===== config.mk =====
export PLATFORM = sky130hd
export DESIGN_NAME = acc_flat
export DESIGN_NICKNAME = d
export VERILOG_FILES = /design/src/rtl/acc_pkg.sv /design/src/rtl/dti_s_if.sv /design/src/rtl/acc_cnt.sv /design/src/rtl/acc.sv /design/src/flat_wrapper.sv
export SDC_FILE = /design/constraint.sdc
export NUM_CORES = 1
export LEC_CHECK = 0
export CAP_MARGIN = 20
export CORE_AREA = 2 2 69 103
export CTS_BUF_LIST = sky130_fd_sc_hd__clkbuf_8
export CTS_CLUSTER_DIAMETER = 40
export DETAILED_ROUTE_END_ITERATION = 10
export DIE_AREA = 0 0 71 105
export HOLD_SLACK_MARGIN = 0.1
export MAX_ROUTING_LAYER = met4
export PLACE_DENSITY = 0.7
export SLEW_MARGIN = 20
export SYNTH_ARGS = -nofsm -noshare
export SYNTH_HDL_FRONTEND = slang
export SYNTH_SLANG_ARGS = --single-unit

===== constraint.sdc =====
create_clock -name clk -period 8.2 [get_ports clk]
set_clock_uncertainty 0.2 [all_clocks]
set_input_delay 1.23 -clock clk [delete_from_list [all_inputs] [get_ports clk]]
set_output_delay 1.23 -clock clk [all_outputs]
set_load 0.05 [all_outputs]

===== src/rtl/acc_pkg.sv =====
// Shared types and helpers for the MAC accumulator stage.
// sat_add is only referenced when ACC_SAT_EN is defined.
package acc_pkg;

    typedef enum logic {
        ACC = 1'b0,
        OUT = 1'b1
    } acc_state_t;

    // Operands arrive already sign/zero-extended to 64 bits; result is clamped to a width-bit range
    function automatic logic [63:0] sat_add(
        input logic [63:0]  a,
        input logic [63:0]  b,
        input logic         signed_mode,
        input int unsigned  width
    );
        logic signed [63:0] s;
        logic signed [63:0] hi;
        logic signed [63:0] lo;
        s = $signed(a + b);
        if (signed_mode) begin
            hi = (64'sd1 <<< (width - 1)) - 64'sd1;
            lo = -(64'sd1 <<< (width - 1));
        end else begin
            hi = (64'sd1 <<< width) - 64'sd1;
            lo = 64'sd0;
        end
        if (s > hi) begin
            return hi;
        end
        if (s < lo) begin
            return lo;
        end
        return s;
    endfunction

endpackage


===== src/rtl/dti_s_if.sv =====
// Valid/ready streaming interface with an end-of-transfer marker.
interface dti_s_if #(
    parameter int unsigned W = 16
) ();
    logic [W-1:0] data;
    logic         dvalid;
    logic         dready;
    logic         eot;

    modport producer (output data, output dvalid, output eot, input dready);
    modport consumer (input data, input dvalid, input eot, output dready);
endinterface


===== src/rtl/acc_cnt.sv =====
// Beat counter for one accumulation group: terminal-count flag at ACC_LEN-1, sync clear.
module acc_cnt #(
    parameter int unsigned ACC_LEN = 4
) (
    input  logic clk,
    input  logic rst,
    input  logic inc,
    input  logic clr,
    output logic tc_c
);
    localparam int unsigned CW = (ACC_LEN > 1) ? $clog2(ACC_LEN) : 1;

    logic [CW-1:0] cnt;

    // clr wins over inc: the last beat of a group returns the count to zero
    always_ff @(posedge clk) begin
        if (rst) begin
            cnt <= '0;
        end else if (clr) begin
            cnt <= '0;
        end else if (inc) begin
            cnt <= cnt + CW'(1);
        end
    end

    assign tc_c = (cnt == CW'(ACC_LEN - 1));

endmodule


===== src/rtl/acc.sv =====
// Accumulator stage after the multiplier: sums ACC_LEN products (or fewer on din.eot) into one dout beat.
// Define ACC_SAT_EN to clamp each addition to the dout range instead of wrapping.
module acc
    import acc_pkg::*;
#(
    parameter int unsigned TDIN       = 16,
    parameter int unsigned ACC_LEN    = 4,
    parameter int unsigned DIN_SIGNED = 0,
    parameter int unsigned TDOUT      = TDIN + $clog2(ACC_LEN)
) (
    input  logic        clk,
    input  logic        rst,
    dti_s_if.consumer   din,
    dti_s_if.producer   dout
);
    acc_state_t         state_q;
    acc_state_t         state_d;
    logic [TDOUT-1:0]   acc_q;
    logic [TDOUT-1:0]   acc_d;
    logic [TDOUT-1:0]   res_q;
    logic [TDOUT-1:0]   res_d;
    logic               eot_q;
    logic               eot_d;

    logic [TDIN-1:0]    din_data_c;
    logic [TDOUT-1:0]   base_c;
    logic [63:0]        base_x_c;
    logic [63:0]        din_x_c;
    logic [TDOUT-1:0]   nxt_c;
    logic               din_hs_c;
    logic               dout_hs_c;
    logic               tc_c;
    logic               last_c;

    assign din_data_c = din.data;
    assign din_hs_c   = din.dvalid && din.dready;
    assign dout_hs_c  = dout.dvalid && dout.dready;
    assign last_c     = tc_c || din.eot;

    // A beat taken while releasing a result starts a fresh group, so it adds to zero
    assign base_c = (state_q == ACC) ? acc_q : '0;

    if (DIN_SIGNED != 0) begin : g_sext
        assign din_x_c  = 64'($signed(din_data_c));
        assign base_x_c = 64'($signed(base_c));
    end else begin : g_zext
        assign din_x_c  = 64'(din_data_c);
        assign base_x_c = 64'(base_c);
    end

`ifdef ACC_SAT_EN
    assign nxt_c = TDOUT'(sat_add(base_x_c, din_x_c, DIN_SIGNED != 0, TDOUT));
`else
    assign nxt_c = TDOUT'(base_x_c + din_x_c);
`endif

    acc_cnt #(
        .ACC_LEN (ACC_LEN)
    ) u_cnt (
        .clk  (clk),
        .rst  (rst),
        .inc  (din_hs_c),
        .clr  (din_hs_c && last_c),
        .tc_c (tc_c)
    );

    // In OUT, din is only accepted together with the release of the held result
    assign din.dready  = (state_q == ACC) ? 1'b1 : dout.dready;
    assign dout.dvalid = (state_q == OUT);
    assign dout.data   = res_q;
    assign dout.eot    = eot_q;

    always_ff @(posedge clk) begin
        if (rst) begin
            state_q <= ACC;
            acc_q   <= '0;
            res_q   <= '0;
            eot_q   <= 1'b0;
        end else begin
            state_q <= state_d;
            acc_q   <= acc_d;
            res_q   <= res_d;
            eot_q   <= eot_d;
        end
    end

    always_comb begin
        state_d = state_q;
        acc_d   = acc_q;
        res_d   = res_q;
        eot_d   = eot_q;
        case (state_q)
            ACC: begin
                if (din_hs_c) begin
                    acc_d = nxt_c;
                    if (last_c) begin
                        res_d   = nxt_c;
                        eot_d   = din.eot;
                        state_d = OUT;
                    end
                end
            end
            OUT: begin
                if (dout_hs_c) begin
                    if (din_hs_c) begin
                        acc_d = nxt_c;
                        // A single-beat group reloads the result and stays in OUT
                        if (last_c) begin
                            res_d = nxt_c;
                            eot_d = din.eot;
                        end else begin
                            state_d = ACC;
                        end
                    end else begin
                        acc_d   = '0;
                        state_d = ACC;
                    end
                end
            end
            default: state_d = ACC;
        endcase
    end

endmodule


===== src/flat_wrapper.sv =====
// flat-port wrapper written by rule: the top's interface ports become plain ports
module acc_flat import acc_pkg::*;
#(
    parameter int unsigned TDIN       = 16,
    parameter int unsigned ACC_LEN    = 4,
    parameter int unsigned DIN_SIGNED = 0,
    parameter int unsigned TDOUT      = TDIN + $clog2(ACC_LEN)
)
  (clk, rst, din_data, din_dvalid, din_eot, din_dready, dout_data, dout_dvalid, dout_eot, dout_dready);
  dti_s_if #(.W(16)) din_i ();
  dti_s_if #(.W(18)) dout_i ();
  input  logic clk;
  input  logic rst;
  input wire logic [$bits(din_i.data)-1:0] din_data;
  input wire logic [$bits(din_i.dvalid)-1:0] din_dvalid;
  input wire logic [$bits(din_i.eot)-1:0] din_eot;
  output wire logic [$bits(din_i.dready)-1:0] din_dready;
  output wire logic [$bits(dout_i.data)-1:0] dout_data;
  output wire logic [$bits(dout_i.dvalid)-1:0] dout_dvalid;
  output wire logic [$bits(dout_i.eot)-1:0] dout_eot;
  input wire logic [$bits(dout_i.dready)-1:0] dout_dready;
  assign din_i.data = din_data;
  assign din_i.dvalid = din_dvalid;
  assign din_i.eot = din_eot;
  assign din_dready = din_i.dready;
  assign dout_data = dout_i.data;
  assign dout_dvalid = dout_i.dvalid;
  assign dout_eot = dout_i.eot;
  assign dout_i.dready = dout_dready;
  acc #(.TDIN(TDIN), .ACC_LEN(ACC_LEN), .DIN_SIGNED(DIN_SIGNED), .TDOUT(TDOUT)) u_core (.clk(clk), .rst(rst), .din(din_i), .dout(dout_i));
endmodule

==> reports/metrics.yaml, run 1 <==
run_status:
  status: "finished, final reports clean"
route:
  drc_errors: 0
  drtPass1Iterations: 4
  routed_wl_mm: 6.86
  ant_nets: 0
  num_vias: 2515
  wl_per_cell_um: 16.0
  vias_per_cell: 5.85
  drt_iter0_drc: 239
clock_tree:
  path_clk_slew_ps: 80
  cts_max_level: 2
  ctsHoldBuffers: 0
  cts_tree: "done"
  root_buffer: "clkbuf_8"
  cts_sinks: 40
  cts_made_buffers: 5
  cts.path.max_buffers: 2
  cts.repair.resized: 0
  clk_latency_ps: 300
  post_cts_buffers: 0
worst_setup_path:
  path_cells: "clkdlybuf4s50_1 > nand2b_1 > clkdlybuf4s50_1"
  cp.buffers_inverters: 2
  path_max_fanout: 4
  cp-start-kind: "input pin"
  required_ps: 6770
  critPathMaxStageDelay_ps: 830
  cp_common_cell: "clkdlybuf4s50_1"
  crit_family: "buffers and inverters"
  worstSetupEndpointType: "output port"
  cp_data_arrival_time_ps: 2750
  cp_slowest_cell: "clkdlybuf4s50_1"
  path_class: "input pin to output port"
logic_synthesis:
  synthCells: 319
  yosysTopAreaCellShare: 0.315
  synth_seq_cells: 40
  synth_edf_count: 0
  yosysTopAreaCell: "dfxtp_1"
  synthDistinctLibCells: 51
  async_flop_share: 0
  synth.top_cells.by_area: "dfxtp_1 (32%), ha_1 (8.4%), nand2_1 (5.6%)"
  netlist_area_um2: 2540
  syn_area_per_cell_um2: 7.97
  syn_nets: 358
  yosysSeqAreaShare: 0.315
  ys.flop_type: "dfxtp_1"
  synth_warnings: 0
pwr:
  power_leakage_nw: 1.27
  powerDensity_nw_per_um2: 180
  p_sw_w: 0.000203
  clkPwrFrac: 0.256
  p_sw_frac: 0.364
  p_int_w: 0.000354
  seqPwrFrac: 0.401
  vdd_drop_max_v: 0.000117
  p_comb_frac: 0.343
floorplan:
  initial_core_util: 0.389
  die_area_um2: 7460
  die_h_um: 105
  chipWidth_um: 71
  coreArea_um2: 6530
  ios: 42
  row_count: 36
layout:
  stdcell_area_um2: 3100
  area_growth_pct: 21.9
  final_common_cell: "clkdlybuf4s50_1"
  drive_above_1_share: 0.0537
  nNetsFinal: 392
  insertedDiodeCount: 0
  final_cell_mix: "clkdlybuf4s50_1 (41), dfxtp_1 (40), nand2_1 (38), a21oi_1 (23), nor2_1 (21)"
  post_layout_nonfiller_instances: 430
global_route:
  first_global_vias: 2353
  grt_max_degree: 34
  grt_use_total: 0.194
  grt_pass1_wl_mm: 11.4
  overflow: 0
  antenna_found_initial: 0
sta:
  fin_crit_ps: 4180
  setup_ws_ps: 4020
  post-route-period-util: 0.509
  rsz0062_at_grt: "no"
  slew_headroom: 0.385
  hold_viol: 0
  slew_violations: 0
  finalSetupTns_ps: 0
  fmax_ghz: 0.239
  setup_violations: 0
  tightest_slew_ps: 921
place:
  portBuffers: 41
  gp_congestion: 0.882
  dp_slack_ps: 4030
  placed_cells_incl_taps: 422
  placed_area_um2: 3010
  dp_hpwl_mm: 4.93
run:
  drv_cap: 0
min_path:
  min_path_type: "flop to flop"
final timing paths:
check,from,endpoint,slack (ps),cells past startpoint
hold / removal,u_core.dout.data[9],u_core.dout.data[9],260,2
setup reg to reg,u_core.dout.dvalid,u_core.dout.data[13],4670,9
hold reg to reg,u_core.dout.data[9],u_core.dout.data[9],260,2
setup / recovery,dout_dready,din_dready,4020,3
tightest hold or removal path, stage by stage, from the launching register on:
cell and delay (ps):
dfxtp_1 310, nand2_1 50, a21oi_1 50
cells in the mapped netlist (all sizes together) (2+ instances only):
library cell	count
o21a	2
mux2i	2
a32o	3
and2	6
and3	9
dfxtp	40
nor3	7
xnor2	3
o2111ai	2
nand3	20
a31oi	3
a311o	3
xor2	3
nand2	38
ha	17
or4	3
or2	2
a21o	9
a21oi	24
o21ai	11
o32ai	2
nand4	5
clkbuf	14
nand2b	2
nor2	21
or3	5
o311ai	2
a2111o	2
a211oi	4
a22oi	6
a211o	5
nor2b	15
o31ai	3
a2111oi	3
inv	10
buf	3
logic make-up (layout without fill, tap and decap cells):
group | after synthesis | count (layout) | share of synthesized area
compound gates | 90 | 90 | 0.256
xor+xnor | 6 | 6 | 0.0207
fa+ha+maj | 18 | 18 | 0.0916
buf+inv | 28 | 63 | 0.0428
flops | 40 | 40 | 0.315
mux | 2 | 2 | 0.00788
simple gates | 135 | 135 | 0.266
layer usage:
layer | global-route usage | vias to the layer above | wire length, um
li1 | - | 1251 | -
met1 | 0.231 | 1178 | 2880
met2 | 0.329 | 73 | 3500
met3 | 0.0318 | 13 | 329
met4 | 0.0647 | 0 | 158
met5 | - | - | 0
power by group through the flow:
stage | clock [W] | sequential, W | combinational (W)
floorplan | 0 | 0.000251 | 0.000110
global placement | 0 | 0.000227 | 0.000186
detailed placement | 0 | 0.000228 | 0.000189
CTS | 0.000142 | 0.000223 | 0.000191
global route | 0.000150 | 0.000225 | 0.000210
finish | 0.000143 | 0.000223 | 0.000191
area by class of cell:
cell class	count	area, um2
tap	76	95.1
multi-input combinational	251	1640
clock buffer	6	82.6
fill	663	3430
sequential	40	801
inverter	11	41.3
timing repair buffer	44	433
clock inverter	2	10.0
per-stage QoR:
stage                      util  hold WS (ps)  power [W]
final                     0.474           256   0.000557
after global routing      0.474           264   0.000585
after floorplan               -           217   0.000362
after detailed placement  0.460           239   0.000417
after global placement    0.460           232   0.000414
after CTS                 0.474           257   0.000556
flip-flops by register name, indices dropped and copies added (netlist names):
register,flops
u_core.acc_q,18
u_core.dout.data,18
u_core.dout.dvalid,1
u_core.dout.eot,1
u_core.u_cnt.cnt,2
Power figures use the tool's default switching activity.
==> inputs of run 2 (changes only) <==
Settings changed: PLACE_DENSITY 0.7 to 0.72.
Clock period 8.2 ns to 3.66 ns, I/O delays scaled along.
==> run 2 against run 1 <==
Effect of this change: non-clock buffer count is 5 higher; core utilization rose by 0.57 points; critical path depth grew 6; routed wire length increased by 2.9%; die area unchanged; final cell count is 1.2% higher; count of clock-buffer cells in the layout did not move; worst hold slack improved by 1.2 ps; sequential power grew 120%; global-route usage up 1.2 points; worst setup slack got worse by 3600 ps; combinational power increased by 130%; critical path type is now flop to flop; critical endpoint is now u_core.dout.data[13].
==> reports/metrics.yaml, run 2 (same netlist as run 1, synthesis figures left out) <==
worst_setup_path:
  required_ps: 3700  # -3070 ps
  cp-start-kind: "flop"
  path_class: "flop to flop"
  cp_data_arrival_time_ps: 3280  # +530 ps
  worstSetupEndpointType: "flop"
  path_max_fanout: 13  # +9
sta:
  hold_viol: 0  # unchanged
  tightest_slew_ps: 651  # -270 ps
  slew_violations: 0  # unchanged
  slew_headroom: 0.566  # +0.181
  setup_violations: 0  # unchanged
  post-route-period-util: 0.887
  fmax_ghz: 0.308
  fin_crit_ps: 3250
  rsz0062_at_grt: "no"
  finalSetupTns_ps: 0  # unchanged
layout:
  post_layout_nonfiller_instances: 435  # +1.2%
  drive_above_1_share: 0.0669  # +0.0132
  area_growth_pct: 23.4
  nNetsFinal: 397  # +1.3%
  final_cell_mix: "clkdlybuf4s50_1 (41), dfxtp_1 (40), nand2_1 (38), a21oi_1 (23), nor2_1 (21)"
  final_common_cell: "clkdlybuf4s50_1"
  insertedDiodeCount: 0  # unchanged
route:
  drc_errors: 0  # unchanged
  wl_per_cell_um: 16.2  # +1.7%
  routed_wl_mm: 7.06  # +2.9%
  drtPass1Iterations: 4  # unchanged
  vias_per_cell: 5.87  # +0.38%
  drt_iter0_drc: 198  # -17%
  ant_nets: 0  # unchanged
  num_vias: 2554  # +1.6%
floorplan:
  coreArea_um2: 6530  # unchanged
  row_count: 36  # unchanged
  initial_core_util: 0.389  # unchanged
  die_area_um2: 7460  # unchanged
  chipWidth_um: 71  # unchanged
  die_h_um: 105  # unchanged
  ios: 42  # unchanged
clock_tree:
  cts_sinks: 40  # unchanged
  ctsHoldBuffers: 0  # unchanged
  cts.path.max_buffers: 2  # unchanged
  cts.repair.resized: 0  # unchanged
  cts_made_buffers: 5  # unchanged
  clk_latency_ps: 280  # -20 ps
  cts_tree: "done"
  path_clk_slew_ps: 80  # about the same
  cts_max_level: 2  # unchanged
  root_buffer: "clkbuf_8"
  post_cts_buffers: 0  # unchanged
pwr:
  power_leakage_nw: 1.30  # +1.9%
  vdd_drop_max_v: 0.000223  # +91%
  finalPower_w: 0.00124  # +120%
  powerDensity_nw_per_um2: 397  # +120%
global_route:
  grt_use_total: 0.206  # +0.0119
  grt_max_degree: 33  # -2.9%
  first_global_vias: 2642  # +12%
  overflow: 0  # unchanged
  grt_pass1_wl_mm: 12.4  # +8.8%
  antenna_found_initial: 0  # unchanged
run:
  drv_cap: 0  # unchanged
place:
  portBuffers: 41  # unchanged
  dp_hpwl_mm: 5.25  # +6.5%
  placed_cells_incl_taps: 427  # +1.2%
  gp_congestion: 0.903  # +2.4%
min_path:
  min_path_type: "flop to flop"
run_status:
  status: "finished, final reports clean"
-- run 2: changes by cell type in the layout (fill, tap and decap cells not counted) --
cell   before  now
buf_4       3    8
-- run 2: cell type report --
type                    instances  area (um2)
inverters                      11        41.3
flip-flops and latches         40         801
clock inverters                 2        10.0
multi-input cells             251        1640
repair buffers                 49         470
fillers                       633        3400
clock buffers                   6        82.6
well taps                      76        95.1
-- run 2: per-stage QoR --
step                setup slack [ps]  utilization  hold slack [ps]  instance area, um2
floorplan                        386            -              217                2540
global placement                 359        0.466              230                3040
detailed placement               307        0.466              238                3040
CTS                              455        0.480              256                3140
global route                     140        0.480              283                3140
finish                           413        0.480              257                3140
-- run 2: worst max-delay path, cell delays in order (launching register included) --
cell       delay, ps
dfxtp_1          630
nand2b_1         230
inv_1             60
ha_1             270
a21o_1           150
nand4_2          160
a211oi_2         520
o21ai_0          270
a2111oi_0        520
a311o_1          170
-- run 2: final timing paths --
kind | startpoint | end | slack [ps] | depth (start not counted)
setup / recovery | u_core.dout.dvalid | u_core.dout.data[13] | 410 | 9
hold / removal | u_core.dout.data[3] | u_core.dout.data[3] | 260 | 2
setup reg to reg | u_core.dout.dvalid | u_core.dout.data[13] | 410 | 9
hold reg to reg | u_core.dout.data[3] | u_core.dout.data[3] | 260 | 2
-- run 2: report_power, final --
group          leakage (nW)  internal, W  switching, W
Clock                0.0510     0.000151      0.000157
Combinational         0.919     0.000171      0.000267
Sequential            0.328     0.000476     0.0000231
-- run 2: metal layers --
| layer | GRT usage | up-vias | share of wire | wire [um] |
|---|---|---|---|---|
| met4 | 0.0728 | 0 | 0.017 | 122 |
| met1 | 0.239 | 1204 | 0.40 | 2850 |
| met5 | - | - | 0 | 0 |
| met2 | 0.358 | 85 | 0.52 | 3690 |
| li1 | - | 1254 | - | - |
| met3 | 0.0280 | 11 | 0.055 | 390 |
==> inputs of run 3 (changes only) <==
Settings changed: CORE_AREA 2 2 69 103 to 2 2 67 101, DIE_AREA 0 0 71 105 to 0 0 69 103, PLACE_DENSITY 0.72 to 0.73, SYNTH_HIERARCHICAL from default to 1.
==> run 3 against run 2 <==
Effect of this change: critical path type unchanged; sequential share of layout area rose by 0.87 points; global-route usage fell by 2.0 points; critical path depth did not move; combinational power rose by 4%; area after synthesis fell by 4.3%; largest cell class unchanged; non-clock buffer count fell by 2.
==> reports/metrics.yaml, run 3 <==
sta:
  tightest_slew_ps: 599  # -52.1 ps
  slew_violations: 0  # unchanged
  setup_ws_ps: 697  # +284 ps
  fmax_ghz: 0.338  # +9.6%
  rsz0062_at_grt: "no"
  setup_violations: 0  # unchanged
  hold_viol: 0  # unchanged
  slew_headroom: 0.599  # +0.0333
  post-route-period-util: 0.809  # -0.0776
  fin_crit_ps: 2960  # -284 ps
  finalSetupTns_ps: 0  # unchanged
run:
  drv_cap: 0  # unchanged
place:
  gp_congestion: 0.849  # -5.9%
  dp_hpwl_mm: 4.75  # -9.7%
  dp_slack_ps: 463  # +156 ps
  portBuffers: 41  # unchanged
logic_synthesis:
  synth_edf_count: 0  # unchanged
  synth_seq_cells: 40  # unchanged
  yosysTopAreaCell: "dfxtp_1"
  synth.top_cells.by_area: "dfxtp_1 (33%), ha_1 (8.7%), nand2_1 (6.2%)"
  synth_warnings: 6  # +6
  ys.flop_type: "dfxtp_1"
  yosysSeqAreaShare: 0.329  # +0.0141
  synthTopCellsByCount: "dfxtp_1 (40), nand2_1 (40), a21oi_1 (25), nor2_1 (20)"
  syn_nets: 339  # -5.3%
  synthCells: 300  # -6.0%
  netlist_area_um2: 2430  # -4.3%
  async_flop_share: 0  # unchanged
  yosysTopAreaCellShare: 0.329  # +0.0141
  synthDistinctLibCells: 49  # -3.9%
  syn_area_per_cell_um2: 8.11  # +1.8%
clock_tree:
  cts.repair.resized: 0  # unchanged
  clk_latency_ps: 300  # +20 ps
  ctsHoldBuffers: 0  # unchanged
  cts_made_buffers: 5  # unchanged
  cts_tree: "done"
  root_buffer: "clkbuf_8"
  cts_max_level: 2  # unchanged
  path_clk_slew_ps: 90  # about the same
  post_cts_buffers: 0  # unchanged
  cts_sinks: 40  # unchanged
  cts.path.max_buffers: 2  # unchanged
worst_setup_path:
  path_cells: "buf_4 > nor2b_1 > ha_1 > a21oi_1 > o211ai_1 > o221ai_1 > a21oi_1 > o41ai_1 > a32o_1"
  cp_slowest_cell: "dfxtp_1"
  cp-start-kind: "flop"
  cp_data_arrival_time_ps: 3010  # -270 ps
  critPathMaxStageDelay_ps: 610  # -20 ps
  cp_common_cell: "a21oi_1"
  path_max_fanout: 12  # -1
  path_class: "flop to flop"
  worstSetupEndpointType: "flop"
  required_ps: 3710  # about the same
global_route:
  antenna_found_initial: 0  # unchanged
  first_global_vias: 2245  # -15%
  grt_pass1_wl_mm: 10.4  # -16%
  overflow: 0  # unchanged
  grt_use_total: 0.186  # -0.0197
  grt_max_degree: 40  # +21%
run_status:
  status: "finished, final reports clean"
floorplan:
  ios: 42  # unchanged
  die_area_um2: 7110  # -4.7%
  die_h_um: 103  # -1.9%
  initial_core_util: 0.386  # -0.00337
  coreArea_um2: 6310  # -3.4%
  row_count: 36  # unchanged
  chipWidth_um: 69  # -2.8%
min_path:
  min_path_type: "flop to flop"
layout:
  drive_above_1_share: 0.0593  # -0.00751
  fillerInstances: 623  # -1.6%
  nNetsFinal: 375  # -5.5%
  final_cell_mix: "clkdlybuf4s50_1 (41), nand2_1 (40), dfxtp_1 (40), a21oi_1 (25), nor2_1 (20)"
  area_growth_pct: 24.6
  insertedDiodeCount: 0  # unchanged
  final_common_cell: "clkdlybuf4s50_1"
route:
  drt_iter0_drc: 100  # -49%
  drc_errors: 0  # unchanged
  num_vias: 2272  # -11%
  drtPass1Iterations: 4  # unchanged
  routed_wl_mm: 6.24  # -12%
  wl_per_cell_um: 15.1  # -6.9%
  vias_per_cell: 5.50  # -6.3%
  ant_nets: 0  # unchanged
pwr:
  power_leakage_nw: 1.22  # -6.2%
  powerDensity_nw_per_um2: 443  # +11%
  vdd_drop_max_v: 0.000235  # +5.3%
## run 3: changes by cell type after synthesis, sizes merged, moves of 5 or more
cell	before	now
a21o	9	3
and2	6	1
xnor2	3	9
clkbuf	14	8
and3	9	0
buf	3	10
nand3	20	12
## run 3: cells by family (layout without fill, tap and decap cells)
| logic type | after synthesis | after routing | synth area share |
|---|---|---|---|
| xor+xnor | 15 | 15 | 0.0540 |
| fa+ha+maj | 18 | 18 | 0.0957 |
| buf+inv | 26 | 63 | 0.0437 |
| mux | 4 | 4 | 0.0165 |
| flops | 40 | 40 | 0.329 |
| compound gates | 86 | 86 | 0.237 |
| simple gates | 111 | 111 | 0.224 |
## run 3: worst max-delay path: cells and delay by family, from the launching register on
kind / cells / cell delay, ps
compound gates: 6 / 1370
buf+inv: 1 / 270
fa+ha+maj: 1 / 390
simple gates: 1 / 70
flops: 1 / 610
## run 3: power by group
group / internal, W / total, W / switching [W]
clock network: 0.000223 / 0.000385 / 0.000162
logic: 0.000181 / 0.000456 / 0.000275
registers: 0.000477 / 0.000500 / 0.0000226
## run 3: cell type report
cell class | count | area [um2] | area share
Clock buffer | 6 | 82.6 | 0.0272
Timing Repair Buffer | 47 | 455 | 0.150
Multi-Input combinational cell | 234 | 1530 | 0.504
Inverter | 8 | 30.0 | 0.00991
Clock inverter | 2 | 38.8 | 0.0128
Sequential cell | 40 | 801 | 0.264
Tap cell | 76 | 95.1 | 0.0314
## run 3: metrics by stage
step / power (W) / util / cells / instance area [um2] / hold WS, ps
2_1_floorplan: 0.000834 / - / 300 / 2430 / 217
3_3_place_gp: 0.000960 / 0.462 / 405 / 2910 / 230
3_5_place_dp: 0.000965 / 0.462 / 405 / 2910 / 233
4_1_cts: 0.00135 / 0.481 / 413 / 3030 / 253
5_1_grt: 0.00142 / 0.481 / 413 / 3030 / 283
6_report: 0.00134 / 0.481 / 413 / 3030 / 250
## run 3: metal layers
| metal | vias up | track usage | part of all wire |
|---|---|---|---|
| met1 | 1047 | 0.185 | 0.39 |
| met3 | 13 | 0.0313 | 0.042 |
| met4 | 0 | 0.0739 | 0.021 |
| met5 | - | - | 0 |
| li1 | 1156 | - | - |
| met2 | 56 | 0.360 | 0.54 |
## run 3: worst paths after layout
path	start	end	slack (ps)	cells after the start
setup / recovery	u_core/dout.dvalid	u_core/acc_q[17]	700	9
hold reg to reg	u_core/acc_q[12]	u_core/acc_q[12]	250	2
hold / removal	u_core/acc_q[12]	u_core/acc_q[12]	250	2
setup reg to reg	u_core/dout.dvalid	u_core/acc_q[17]	700	9
==> RTL edit 1 (settings of run 3) <==
Add a define of `ACC_SAT_EN`.
--- a/src/rtl/acc.sv
+++ b/src/rtl/acc.sv
@@ -1,5 +1,7 @@
 // Accumulator stage after the multiplier: sums ACC_LEN products (or fewer on din.eot) into one dout beat.
 // Define ACC_SAT_EN to clamp each addition to the dout range instead of wrapping.
+`define ACC_SAT_EN
+
 module acc
     import acc_pkg::*;
 #(
Function: same outputs for any inputs over 4 cycles, from zero or initial values and one cycle with rst high; that may be too few to reach the edited logic, so the function may still have changed.
==> RTL edit 1 against run 3 <==
Final area increased by 11%; clock power fell by 8.1%; utilization up 5.1 points; combinational power grew 7.0%; worst setup slack got worse by 190 ps; synthesized area up 15%; power fell by 0.15%; routed wire length grew 9.4%; sequential cell count stayed put; first-iteration DRC count up 38%; via count grew 11%.
==> RTL edit 1: results (changes against run 3) <==
Ranked by instance count, the synthesized netlist is headed by sky130_fd_sc_hd__dfxtp_1, sky130_fd_sc_hd__a21oi_1, sky130_fd_sc_hd__nor2_1. The count of cell types in the netlist was 56 (+14%); the aggregate global-route resource usage was 0.202 (+0.0157). The tools report the clock insertion delay at the later pin of the skew report as 280 ps (-20 ps). The worst hold path belongs to the class reg -> reg. Global-route wire length before repair: 11500 um (+10%). Number of global-route vias before repair: 2540 (+13%). The largest net degree at the start of global routing was 30 (-25%). The data arrival time of the worst path is 3150 ps (+140 ps), and the sequential area share after synthesis is 0.287 (-0.0422). Ranked by total cell area, the synthesized netlist is headed by sky130_fd_sc_hd__dfxtp_1, sky130_fd_sc_hd__ha_1, sky130_fd_sc_hd__a311oi_2.

The delay of the slowest cell on the worst path was 460 ps (-150 ps); the final estimated routing congestion in global placement was 0.885 (+4.3%). The pre-CTS worst setup slack is 245 ps (-217 ps), and the transition time of the tightest slew-check pin is 599 ps (+0.0420 ps). The leakage power figure was 1.26 nW (+3.8%).

The placed wire-length estimate after detailed placement was 5120 um (+7.8%). The startpoint identified for the worst hold timing path is u_core/acc_q[0]. The logs give 606 (-2.7%) for the number of inserted filler cells in the final layout and 400 (+6.7%) for the net count of the finished layout.

The fraction of final layout cells with drive strength greater than 1 came out at 0.119 (+0.0594). The detail-routed via count per cell is 5.77 (+4.9%). The tools report the launching element of the worst setup path as din_data[0].

The tools report the sort of element at the start of the critical path as an input pin. DRC violation total after the first TritonRoute iteration: 138 (+38%). The tools report the synthesized net count as 365 (+7.7%). The count of cells resized by post-cts repair is 0 (unchanged), and the worst-path maximum fanout is 8 (-4).

The flow ran to the end, and the final reports show no timing, DRC or antenna violations. The run gives 200 uV (-15%) as the worst vdd rail ir drop.
RTL edit 1: cell types whose count changed after synthesis, moves of 5 or more:
cell | before | now
sky130_fd_sc_hd__a311oi_2 | 0 | 11
sky130_fd_sc_hd__a311oi_1 | 0 | 12
sky130_fd_sc_hd__nand2_1 | 40 | 25
sky130_fd_sc_hd__a21oi_1 | 25 | 30
sky130_fd_sc_hd__nor2_1 | 20 | 28
sky130_fd_sc_hd__a22oi_1 | 9 | 1
sky130_fd_sc_hd__nand3_1 | 12 | 7
sky130_fd_sc_hd__nand3b_1 | 0 | 5
sky130_fd_sc_hd__o21ai_1 | 0 | 7
sky130_fd_sc_hd__a211oi_1 | 3 | 8
RTL edit 1: logic make-up (layout without fill, tap and decap cells):
family / Yosys count / in the layout / synth area share
DFF: 40 / 40 / 0.287
muxes: 3 / 3 / 0.0108
AOI/OAI and AO/OA: 105 / 105 / 0.290
xor gates and xnor gates: 12 / 12 / 0.0377
buffers and inverters: 29 / 65 / 0.0525
and+or+nand+nor: 119 / 119 / 0.239
adders and majority gates: 18 / 18 / 0.0834
RTL edit 1: worst min-delay path, cell delays in order, from the launching register on:
cell and delay [ps]:
sky130_fd_sc_hd__dfxtp_1 310, sky130_fd_sc_hd__nand2_1 50, sky130_fd_sc_hd__a21oi_1 50
RTL edit 1: report_power, final:
group | internal (mW) | switching, mW
logic | 0.194 | 0.294
registers | 0.475 | 0.0235
clock network | 0.200 | 0.154
RTL edit 1: final timing paths:
kind / end / slack [ps] / cells past startpoint
worst min register to register: u_core/acc_q[0] / 260 / 2
worst max-delay path: u_core/dout.data[10] / 500 / 11
worst max register to register: u_core/acc_q[17] / 590 / 9
worst min-delay path: u_core/acc_q[0] / 260 / 2
RTL edit 1: layer usage:
layer  part of all wire  wire length [um]  track usage  up-vias
met5                  0                 0            -        -
met4              0.018               122       0.0860        0
met3              0.024               161       0.0186        8
met2               0.53              3600        0.372       46
met1               0.43              2940        0.223     1198
li1                   -                 -            -     1276
RTL edit 1: area by class of cell:
type / count / share of cell area
clock buffers: 5 / 0.0205
clock inverters: 3 / 0.0116
inverters: 8 / 0.00896
multi-input cells: 257 / 0.551
flip-flops and latches: 40 / 0.239
well taps: 76 / 0.0284
repair buffers: 49 / 0.140
RTL edit 1: metrics by stage:
step / util / cell area [sq um] / cells / total power [mW]
3_3_place_gp: 0.514 / 3240 / 430 / 0.985
6_report: 0.531 / 3350 / 438 / 1.34
3_5_place_dp: 0.514 / 3240 / 430 / 0.994
2_1_floorplan: - / 2790 / 326 / 0.862
5_1_grt: 0.531 / 3350 / 438 / 1.41
4_1_cts: 0.531 / 3350 / 438 / 1.35
==> RTL edit 2 (flow settings as in run 3) <==
Made on the original files. Reset style: asynchronous (`rst`), changed in 2 clocked blocks.
--- a/src/rtl/acc_cnt.sv
+++ b/src/rtl/acc_cnt.sv
@@ -13,7 +13,7 @@
     logic [CW-1:0] cnt;
 
     // clr wins over inc: the last beat of a group returns the count to zero
-    always_ff @(posedge clk) begin
+    always_ff @(posedge clk or posedge rst) begin
         if (rst) begin
             cnt <= '0;
         end else if (clr) begin
--- a/src/rtl/acc.sv
+++ b/src/rtl/acc.sv
@@ -70,7 +70,7 @@
     assign dout.data   = res_q;
     assign dout.eot    = eot_q;
 
-    always_ff @(posedge clk) begin
+    always_ff @(posedge clk or posedge rst) begin
         if (rst) begin
             state_q <= ACC;
             acc_q   <= '0;
Behaviour: differs if rst is asserted again (counterexample within 4 cycles, from zero or initial values and one cycle with rst high); with rst held inactive, the same outputs for 4 cycles.
==> RTL edit 2 against run 3 <==
Sequential cell count unchanged; routed wire length decreased by 11%; synthesized area increased by 0.31%; final area increased by 0.33%; first-iteration DRC count decreased by 40%; worst setup slack got worse by 85 ps; critical path type unchanged; largest cell class unchanged.
Power is not compared: it rests on default switching activity, and its combinational part moved more than twofold at a synthesized area within 25%.
==> RTL edit 2: results (changes against run 3) <==
The routed length per placed instance was 15.1 um (about the same). By area the synthesized netlist is led by sky130_fd_sc_hd__dfrtp_1, sky130_fd_sc_hd__ha_1, sky130_fd_sc_hd__a22o_1. The tools report the placed wire-length estimate after detailed placement as 4220 um (-11%).

Wire length after detailed routing: 5570 um (-11%). The data arrival time of the worst path is 3020 ps (about the same). The tools report the deepest level of the CTS H-tree as 2 (unchanged). The area share of fa/ha/maj cells after synthesis was 0.0954 (-0.000294).

For the global-route wire length before repair, the log shows 9760 um (-6.2%). The synthesized-area fraction occupied by ao, oa, aoi and oai cells is 0.213 (-0.0243), and the worst-path maximum fanout is 13 (+1). The largest net degree at the start of global routing is 21 (-48%). Aggregate global-route resource usage: 0.173 (-0.0131).

By count the netlist is led by sky130_fd_sc_hd__dfrtp_1, sky130_fd_sc_hd__nand2_1, sky130_fd_sc_hd__ha_1. Prevailing post-synth register cell: sky130_fd_sc_hd__dfrtp_1. The logs give 43 (-12%) for the count of cell types in the netlist and 361 (-11%) for the number of cells after detailed placement. The fraction of final layout cells with drive strength greater than 1 came out at 0.0785 (+0.0192). The tools report the number of instances in the synthesized netlist as 246 (-18%).

The tightest min-delay check is of the in -> async type. The share of total power consumed by net switching was 0.455; the final estimated routing congestion in global placement was 0.893 (+5.2%). The launching element of the worst setup path is u_core/dout.dvalid. For the placement-stage cell area, the log shows 2950 sq um (+1.4%).

The DRC violation total after the first TritonRoute iteration was 60 (-40%). The run finished with clean final reports. The synthesized net count is 285 (-16%).

The XOR/XNOR share of the synthesized area was 0.0538 (-0.000166); the first-pass iteration count of the detailed router was 5 (+1). The multiplexer fraction of the synthesized cell area came out at 0.0451 (+0.0287). The net count of the finished layout was 331 (-12%). The share of flip-flops with an asynchronous set or reset after synthesis was 1.00 (+1.00); the number of vias in the routed layout was 2039 (-10%).

The pre-CTS worst setup slack was 431 ps (-31.9 ps). The transition time of the tightest slew-check pin came out at 787 ps (+188 ps).
## RTL edit 2: changes by cell type after synthesis, moves of 6 or more
cell                      delta
sky130_fd_sc_hd__a21oi_1    -12
sky130_fd_sc_hd__a22o_1      +9
sky130_fd_sc_hd__buf_2       -6
sky130_fd_sc_hd__nor2_1     -11
sky130_fd_sc_hd__dfxtp_1    -40
sky130_fd_sc_hd__nand2_1    -11
sky130_fd_sc_hd__a22oi_1     -9
sky130_fd_sc_hd__nand3_1     -9
sky130_fd_sc_hd__mux2_2      +8
sky130_fd_sc_hd__dfrtp_1    +40
## RTL edit 2: worst max-delay path: stages (launching register included)
cell,delay [ps]
sky130_fd_sc_hd__dfrtp_1,600
sky130_fd_sc_hd__buf_4,280
sky130_fd_sc_hd__nor2b_1,70
sky130_fd_sc_hd__ha_1,390
sky130_fd_sc_hd__and2_1,220
sky130_fd_sc_hd__a221o_1,410
sky130_fd_sc_hd__o31ai_1,320
sky130_fd_sc_hd__xnor2_1,160
sky130_fd_sc_hd__mux2_2,280
## RTL edit 2: routing by layer
| layer | GRT usage | vias up | routed length (um) |
|---|---|---|---|
| li1 | - | 979 | - |
| met1 | 0.184 | 991 | 2340 |
| met2 | 0.314 | 57 | 2920 |
| met3 | 0.0303 | 12 | 191 |
| met4 | 0.0799 | 0 | 115 |
| met5 | - | - | 0 |
## RTL edit 2: final timing paths
check                                        to  slack [ps]  cells after the start
max reg2reg                u_core/dout.data[13]         610                      8
min reg2reg                    u_core/acc_q[15]         270                      2
min in group clk               u_core/acc_q[15]         270                      2
max in group asynchronous   u_core/dout.data[7]        1970                      3
min                         u_core/u_cnt/cnt[1]         240                      2
max                        u_core/dout.data[13]         610                      8
## RTL edit 2: final cells by class
class,count,area (sq um)
Tap cell,76,95.1
Clock inverter,2,7.51
Fill cell,609,3260
Sequential cell,40,1000
Inverter,12,45.0
Timing Repair Buffer,45,440
Multi-Input combinational cell,188,1370
Clock buffer,6,82.6
## RTL edit 2: power by group through the flow
stage / clock network, mW / logic [mW] / registers, mW
3_5_place_dp: 0 / 1.55 / 0.755
3_3_place_gp: 0 / 1.52 / 0.748
5_1_grt: 0.329 / 1.69 / 0.773
6_report: 0.295 / 1.55 / 0.743
4_1_cts: 0.306 / 1.56 / 0.746
2_1_floorplan: 0 / 0.795 / 1.09
## RTL edit 2: cells by family after synthesis
| group | count (synthesis) |
|---|---|
| compound gates | 70 |
| xor+xnor | 15 |
| fa+ha+maj | 18 |
| buf+inv | 18 |
| flops | 40 |
| mux | 10 |
| simple gates | 75 |
